--- config.mk ---
export PLATFORM = sky130hd
export DESIGN_NAME = data_mem_resp
export DESIGN_NICKNAME = d
export VERILOG_FILES = /design/src/rtl/mips16_pkg.sv /design/src/rtl/dmem_ram.sv /design/src/rtl/data_mem_resp.sv
export SDC_FILE = /design/constraint.sdc
export NUM_CORES = 1
export LEC_CHECK = 0
export BUFFER_PORTS_ARGS = -buffer_cell sky130_fd_sc_hd__buf_2
export CAP_MARGIN = 20
export CELL_PAD_IN_SITES_DETAIL_PLACEMENT = 0
export CELL_PAD_IN_SITES_GLOBAL_PLACEMENT = 1
export CORE_ASPECT_RATIO = 0.9
export CORE_UTILIZATION = 30
export DETAILED_ROUTE_END_ITERATION = 7
export PLACE_DENSITY_LB_ADDON = 0.15
export SLEW_MARGIN = 40
export SYNTH_ARGS = -nofsm -noshare
export SYNTH_HDL_FRONTEND = slang
export SYNTH_SLANG_ARGS = --single-unit
--- constraint.sdc ---
create_clock -name clk -period 2.66 [get_ports clk]
set_input_delay 0 -clock clk [delete_from_list [all_inputs] [get_ports clk]]
set_output_delay 0 -clock clk [all_outputs]
set_load 0.01 [all_outputs]
--- src/rtl/mips16_pkg.sv ---
// Shared types and constants for the mips16 memory-side blocks.
package mips16_pkg;

    // Native machine word.
    typedef logic [15:0] word_t;

    // Access sequencer states of the data memory responder.
    typedef enum logic [1:0] {
        ST_IDLE = 2'd0,
        ST_WAIT = 2'd1,
        ST_RESP = 2'd2
    } state_t;

    // Byte address where software posts its final result.
    localparam word_t MAILBOX_ADDR_DEFAULT = 16'd84;

endpackage

--- src/rtl/dmem_ram.sv ---
// Word-wide data RAM: synchronous write, asynchronous read, no reset.
module dmem_ram
    import mips16_pkg::*;
#(
    parameter int DEPTH_WORDS = 64,
    parameter int AW          = 6
) (
    input  logic          clk,
    input  logic          we,
    input  logic [AW-1:0] addr,
    input  logic [15:0]   wdata,
    output logic [15:0]   rdata
);

    word_t mem [DEPTH_WORDS];

    // Store port: write the addressed word on the rising edge.
    always_ff @(posedge clk) begin
        if (we) begin
            mem[addr] <= wdata;
        end
    end

    assign rdata = mem[addr];

endmodule

--- src/rtl/data_mem_resp.sv ---
// Data memory responder: accepts one load/store, inserts wait states,
// answers with a one-cycle memready pulse; also hosts the result mailbox
// and a saturating count of completed stores.
//
// Handshake: in IDLE a request is taken on any rising edge that sees
// memreq=1, and memwrite/dataadr/writedata are captured on that same edge.
// memreq is ignored until the sequencer is back in IDLE. The access is
// performed on the edge that ends RESP; memready, readdata and err are
// valid together for the single following cycle and are zero otherwise.
module data_mem_resp
    import mips16_pkg::*;
#(
    parameter int          DEPTH_WORDS  = 64,
    parameter int          WAIT_CYCLES  = 1,
    parameter logic [15:0] MAILBOX_ADDR = MAILBOX_ADDR_DEFAULT
) (
    input  logic        clk,
    input  logic        reset,
    input  logic        memreq,
    input  logic        memwrite,
    input  logic [15:0] dataadr,
    input  logic [15:0] writedata,
    output logic        memready,
    output logic [15:0] readdata,
    output logic        err,
    output logic        done,
    output logic [15:0] result,
    output logic [15:0] store_count
);

    localparam int          AW      = $clog2(DEPTH_WORDS);
    localparam logic [15:0] DEPTH_L = 16'(DEPTH_WORDS);
    localparam logic [3:0]  WAIT_L  = 4'(WAIT_CYCLES);

    state_t      state;
    logic [3:0]  wait_cnt;
    logic        lat_write;
    word_t       lat_adr;
    word_t       lat_wdata;

    logic [14:0] word_idx;
    logic        is_mbox;
    logic        in_range;
    logic        fault;
    logic        ram_we;
    word_t       ram_rdata;

    // Decode of the captured address: mailbox hit, RAM range, alignment.
    assign word_idx = lat_adr[15:1];
    assign is_mbox  = (lat_adr == MAILBOX_ADDR);
    assign in_range = ({1'b0, word_idx} < DEPTH_L);
    assign fault    = !is_mbox && (lat_adr[0] || !in_range);
    assign ram_we   = (state == ST_RESP) && lat_write && !fault && !is_mbox;

    dmem_ram #(
        .DEPTH_WORDS (DEPTH_WORDS),
        .AW          (AW)
    ) u_ram (
        .clk   (clk),
        .we    (ram_we),
        .addr  (word_idx[AW-1:0]),
        .wdata (lat_wdata),
        .rdata (ram_rdata)
    );

    // Access sequencer with registered response, mailbox and store counter.
    always_ff @(posedge clk or negedge reset) begin
        if (!reset) begin
            state       <= ST_IDLE;
            wait_cnt    <= 4'd0;
            lat_write   <= 1'b0;
            lat_adr     <= '0;
            lat_wdata   <= '0;
            memready    <= 1'b0;
            readdata    <= '0;
            err         <= 1'b0;
            done        <= 1'b0;
            result      <= '0;
            store_count <= '0;
        end else begin
            memready <= 1'b0;
            readdata <= '0;
            err      <= 1'b0;
            case (state)
                ST_IDLE: begin
                    if (memreq) begin
                        lat_write <= memwrite;
                        lat_adr   <= dataadr;
                        lat_wdata <= writedata;
                        if (WAIT_L == 4'd0) begin
                            state <= ST_RESP;
                        end else begin
                            state    <= ST_WAIT;
                            wait_cnt <= WAIT_L;
                        end
                    end
                end
                ST_WAIT: begin
                    if (wait_cnt != 4'd0) begin
                        wait_cnt <= wait_cnt - 4'd1;
                    end
                    if (wait_cnt <= 4'd1) begin
                        state <= ST_RESP;
                    end
                end
                ST_RESP: begin
                    state    <= ST_IDLE;
                    memready <= 1'b1;
                    err      <= fault;
                    if (!fault && !lat_write) begin
                        readdata <= is_mbox ? result : ram_rdata;
                    end
                    if (!fault && lat_write) begin
                        if (is_mbox) begin
                            result <= lat_wdata;
                            done   <= 1'b1;
                        end
                        if (store_count != 16'hFFFF) begin
                            store_count <= store_count + 16'd1;
                        end
                    end
                end
                default: begin
                    state <= ST_IDLE;
                end
            endcase
        end
    end

endmodule

==> flow_metrics.env <==
export IMPL_synth_edff_count=1024
export IMPL_regToRegStartpoint="lat_adr[13]"
export IMPL_wl_per_cell_um=32.1
export IMPL_drtIter0Drc=2620
export IMPL_synth_cell_area_mm2=0.0436
export IMPL_cts_tree="built"
export IMPL_clock_sinks=1114
export IMPL_wirelength_um=162000
export IMPL_rsz0062_at_grt="yes"
export IMPL_maxCapViolCount=0
export IMPL_synth_area_per_cell_um2=18.4
export IMPL_numPortBuffers=86
export IMPL_dp_hpwl_um=109000
export IMPL_finalCriticalPeriod_ns=2.66
export IMPL_critical_path_required_ns=3.08
export IMPL_tns_ns=-0.0222
export IMPL_clk_pin_slew_ns=0.06
export IMPL_finalNetCount=3028
export IMPL_yosysMostFrequentCell="edfxtp_1"
export IMPL_drt_pass1_iterations=5
export IMPL_dp_slack_ns=-0.688
export IMPL_cp_max_fo=16
export IMPL_synth_flop_cell="edfxtp_1"
export IMPL_holdPathEnd="wait_cnt[1]"
export IMPL_hold_depth=4
export IMPL_arrival_ns=3.08
export IMPL_min_path_type="input pin to flip-flop"
export IMPL_violations="negative setup slack"
export IMPL_period_share_pct=100
export IMPL_reg2reg_depth=8
export IMPL_core_mm2=0.144
export IMPL_ys_warn_count=0
export IMPL_peakVddDrop_mv=0.595
export IMPL_final_util_pct=38.9
export IMPL_grt_usage_pct=21.8
export IMPL_clockBufferDepth=3
export IMPL_synthArstFlopShare_pct=8.08
export IMPL_die_area_mm2=0.147
export IMPL_htreeDepth=3
export IMPL_rows=132
export IMPL_final_max_slew_viol_count=0
export IMPL_synthCells=2374
export IMPL_powerDensity_mw_per_mm2=1140
export IMPL_cts_buffers=117
export IMPL_antenna_found_initial=14
export IMPL_fillers=13287
export IMPL_grt_pass1_vias=26159
export IMPL_netlist_cell_type_count=86
export IMPL_synth_top_area_share_pct=70.6
export IMPL_final_area_mm2=0.0560
export IMPL_dpl_cell_area_mm2=0.0505
export IMPL_cp_end_kind="flip-flop"
export IMPL_clkLatencyLatePin_ns=0.74
export IMPL_antenna_left=0
export IMPL_die_y_um=364
export IMPL_drc=0
export IMPL_min_from="memreq"
export IMPL_worstMarginPinSlew_ns=0.852
export IMPL_grt_max_degree=67
export IMPL_start_util_pct=30.3
export IMPL_io_pins=87
export IMPL_fp_dieW_um=404
export IMPL_worst_hold_slack_ns=0.204
export IMPL_synth_area_leaders="edfxtp_1 (71%), dfrtp_1 (5.2%), mux4_2 (4.7%), mux2_2 (3.3%), o22ai_1 (1.9%)"
export IMPL_max_freq_mhz=375
export IMPL_status="finished with violations"
export IMPL_layout_drive_gt1_share_pct=35.5
export IMPL_p_leak_nw=18.9
export IMPL_routabilityCongestion=0.906
export IMPL_grt_pass1_wl_um=220000
export IMPL_synth_common_cells="edfxtp_1 (1024), o22ai_1 (130), mux2_2 (129)"
export IMPL_vias_per_cell=5.23
export IMPL_synthToLayoutAreaGrowth_pct=28.5
export IMPL_r2r_setup_slack_ns=-0.005
export IMPL_criticalPathCategory="flip-flop to flip-flop"
export IMPL_cp_start_kind="flip-flop"
export IMPL_fin_ws_ns=-0.00492
export IMPL_cts_root_buf="clkbuf_16"
export IMPL_yosys_area_top_type="edfxtp_1"
export IMPL_vias=26317
export IMPL_ys_ff_latch=1114
export IMPL_finClkSkew_ns=0.0464
export IMPL_setup_violations=7
export IMPL_reg2reg_to="u_ram.mem[51][3]"
export IMPL_gr_total_overflow=0
export IMPL_max_slew_margin_pct=43.2
export IMPL_synth_yosys_seq_area_share_pct=75.7
export IMPL_hold_violations=0
-- sequential cells by signal, summed over array words and instances, names as in the netlist --
register and count:
u_ram.mem 1024, lat_adr 16, lat_wdata 16, readdata 16, result 16, store_count 16
wait_cnt 4, state 2, done 1, err 1, lat_write 1, memready 1
-- cells by family after synthesis --
group           Yosys count  share of synthesized area, %
compound gates          462                          7.49
simple gates            318                          3.68
buf+inv                 165                          2.58
mux                     294                          10.1
fa+ha+maj                 3                        0.0861
xor+xnor                 17                         0.342
other cells               1                       0.00861
flops                  1114                          75.7
-- layout by cell type, fill, tap and decap left out, types with 14 or more instances in the layout --
master and count:
a22oi_1 18, nand3_1 18, buf_12 133, clkinv_1 27, mux2i_1 63, mux2_2 129, buf_4 314, o221ai_1 73
xnor2_1 14, mux4_2 91, dfrtp_2 14, dlygate4sd3_1 89, nand2_1 60, bufinv_16 16, a211oi_1 15, edfxtp_1 1024
o21ai_0 52, a21oi_1 45, clkbuf_1 22, clkbuf_16 120, dfrtp_1 70, conb_1 16, buf_2 86, nor2_2 47
nor2_1 65, clkinv_2 23, o22ai_1 125
-- where the power goes --
| group | internal, mW | switching, mW |
|---|---|---|
| sequential | 22.0 | 1.55 |
| clock | 9.83 | 6.96 |
| combinational | 9.45 | 14.3 |
-- layout make-up --
type | count | area (um^2) | share of cell area (%)
Sequential cell | 1114 | 33000 | 59.0
Multi-Input combinational cell | 1110 | 10000 | 17.9
Timing Repair Buffer | 636 | 6550 | 11.7
Clock buffer | 145 | 3120 | 5.56
Tap cell | 1943 | 2430 | 4.34
Clock inverter | 75 | 791 | 1.41
Inverter | 10 | 42.5 | 0.0760
Antenna cell | 3 | 7.51 | 0.0134
-- timing repair --
action	4_1_cts	5_1_grt
buffers inserted	8	14
pin swaps	3	15
hold buffers	90	0
hold endpoints to repair	127	0
endpoints found under the setup margin	528	55
gates resized for setup	45	61
gates cloned	0	1
-- worst max path at each step --
stage	cells after the start	startpoint	slack (ns)	to
2_1_floorplan	8	lat_adr[2]	-0.28	u_ram.mem[34][0]
3_3_place_gp	8	lat_adr[1]	-1.04	readdata[7]
3_5_place_dp	8	lat_adr[1]	-0.69	readdata[7]
4_1_cts	10	lat_adr[2]	0.001	readdata[9]
5_1_grt	9	lat_adr[2]	-0.002	readdata[8]
6_report	8	lat_adr[13]	-0.005	u_ram.mem[51][3]
-- layer usage --
| metal | share of wire (%) | vias to the layer above | track usage (%) |
|---|---|---|---|
| li1 | - | 11018 | - |
| met1 | 46 | 14202 | 32.2 |
| met2 | 45 | 919 | 33.1 |
| met3 | 6.7 | 178 | 4.14 |
| met4 | 2.4 | 0 | 4.79 |
| met5 | 0 | - | 0 |
-- worst max-delay path: stages (launching register included) --
cell     delay, ns
dfrtp_1       0.41
nor4_4        0.36
and3_1        0.24
and3_2        0.29
buf_4         0.17
nand3_1       0.20
buf_4         0.27
nor2_1        0.18
buf_12        0.21
-- metrics by stage --
stage	cells	total power, mW
after CTS	5018	63.6
final	5036	64.1
after floorplan	2389	32.9
after global routing	5033	65.9
after detailed placement	4700	45.9
after global placement	4700	45.7
Note: power is estimated with default switching activity, not from simulation.
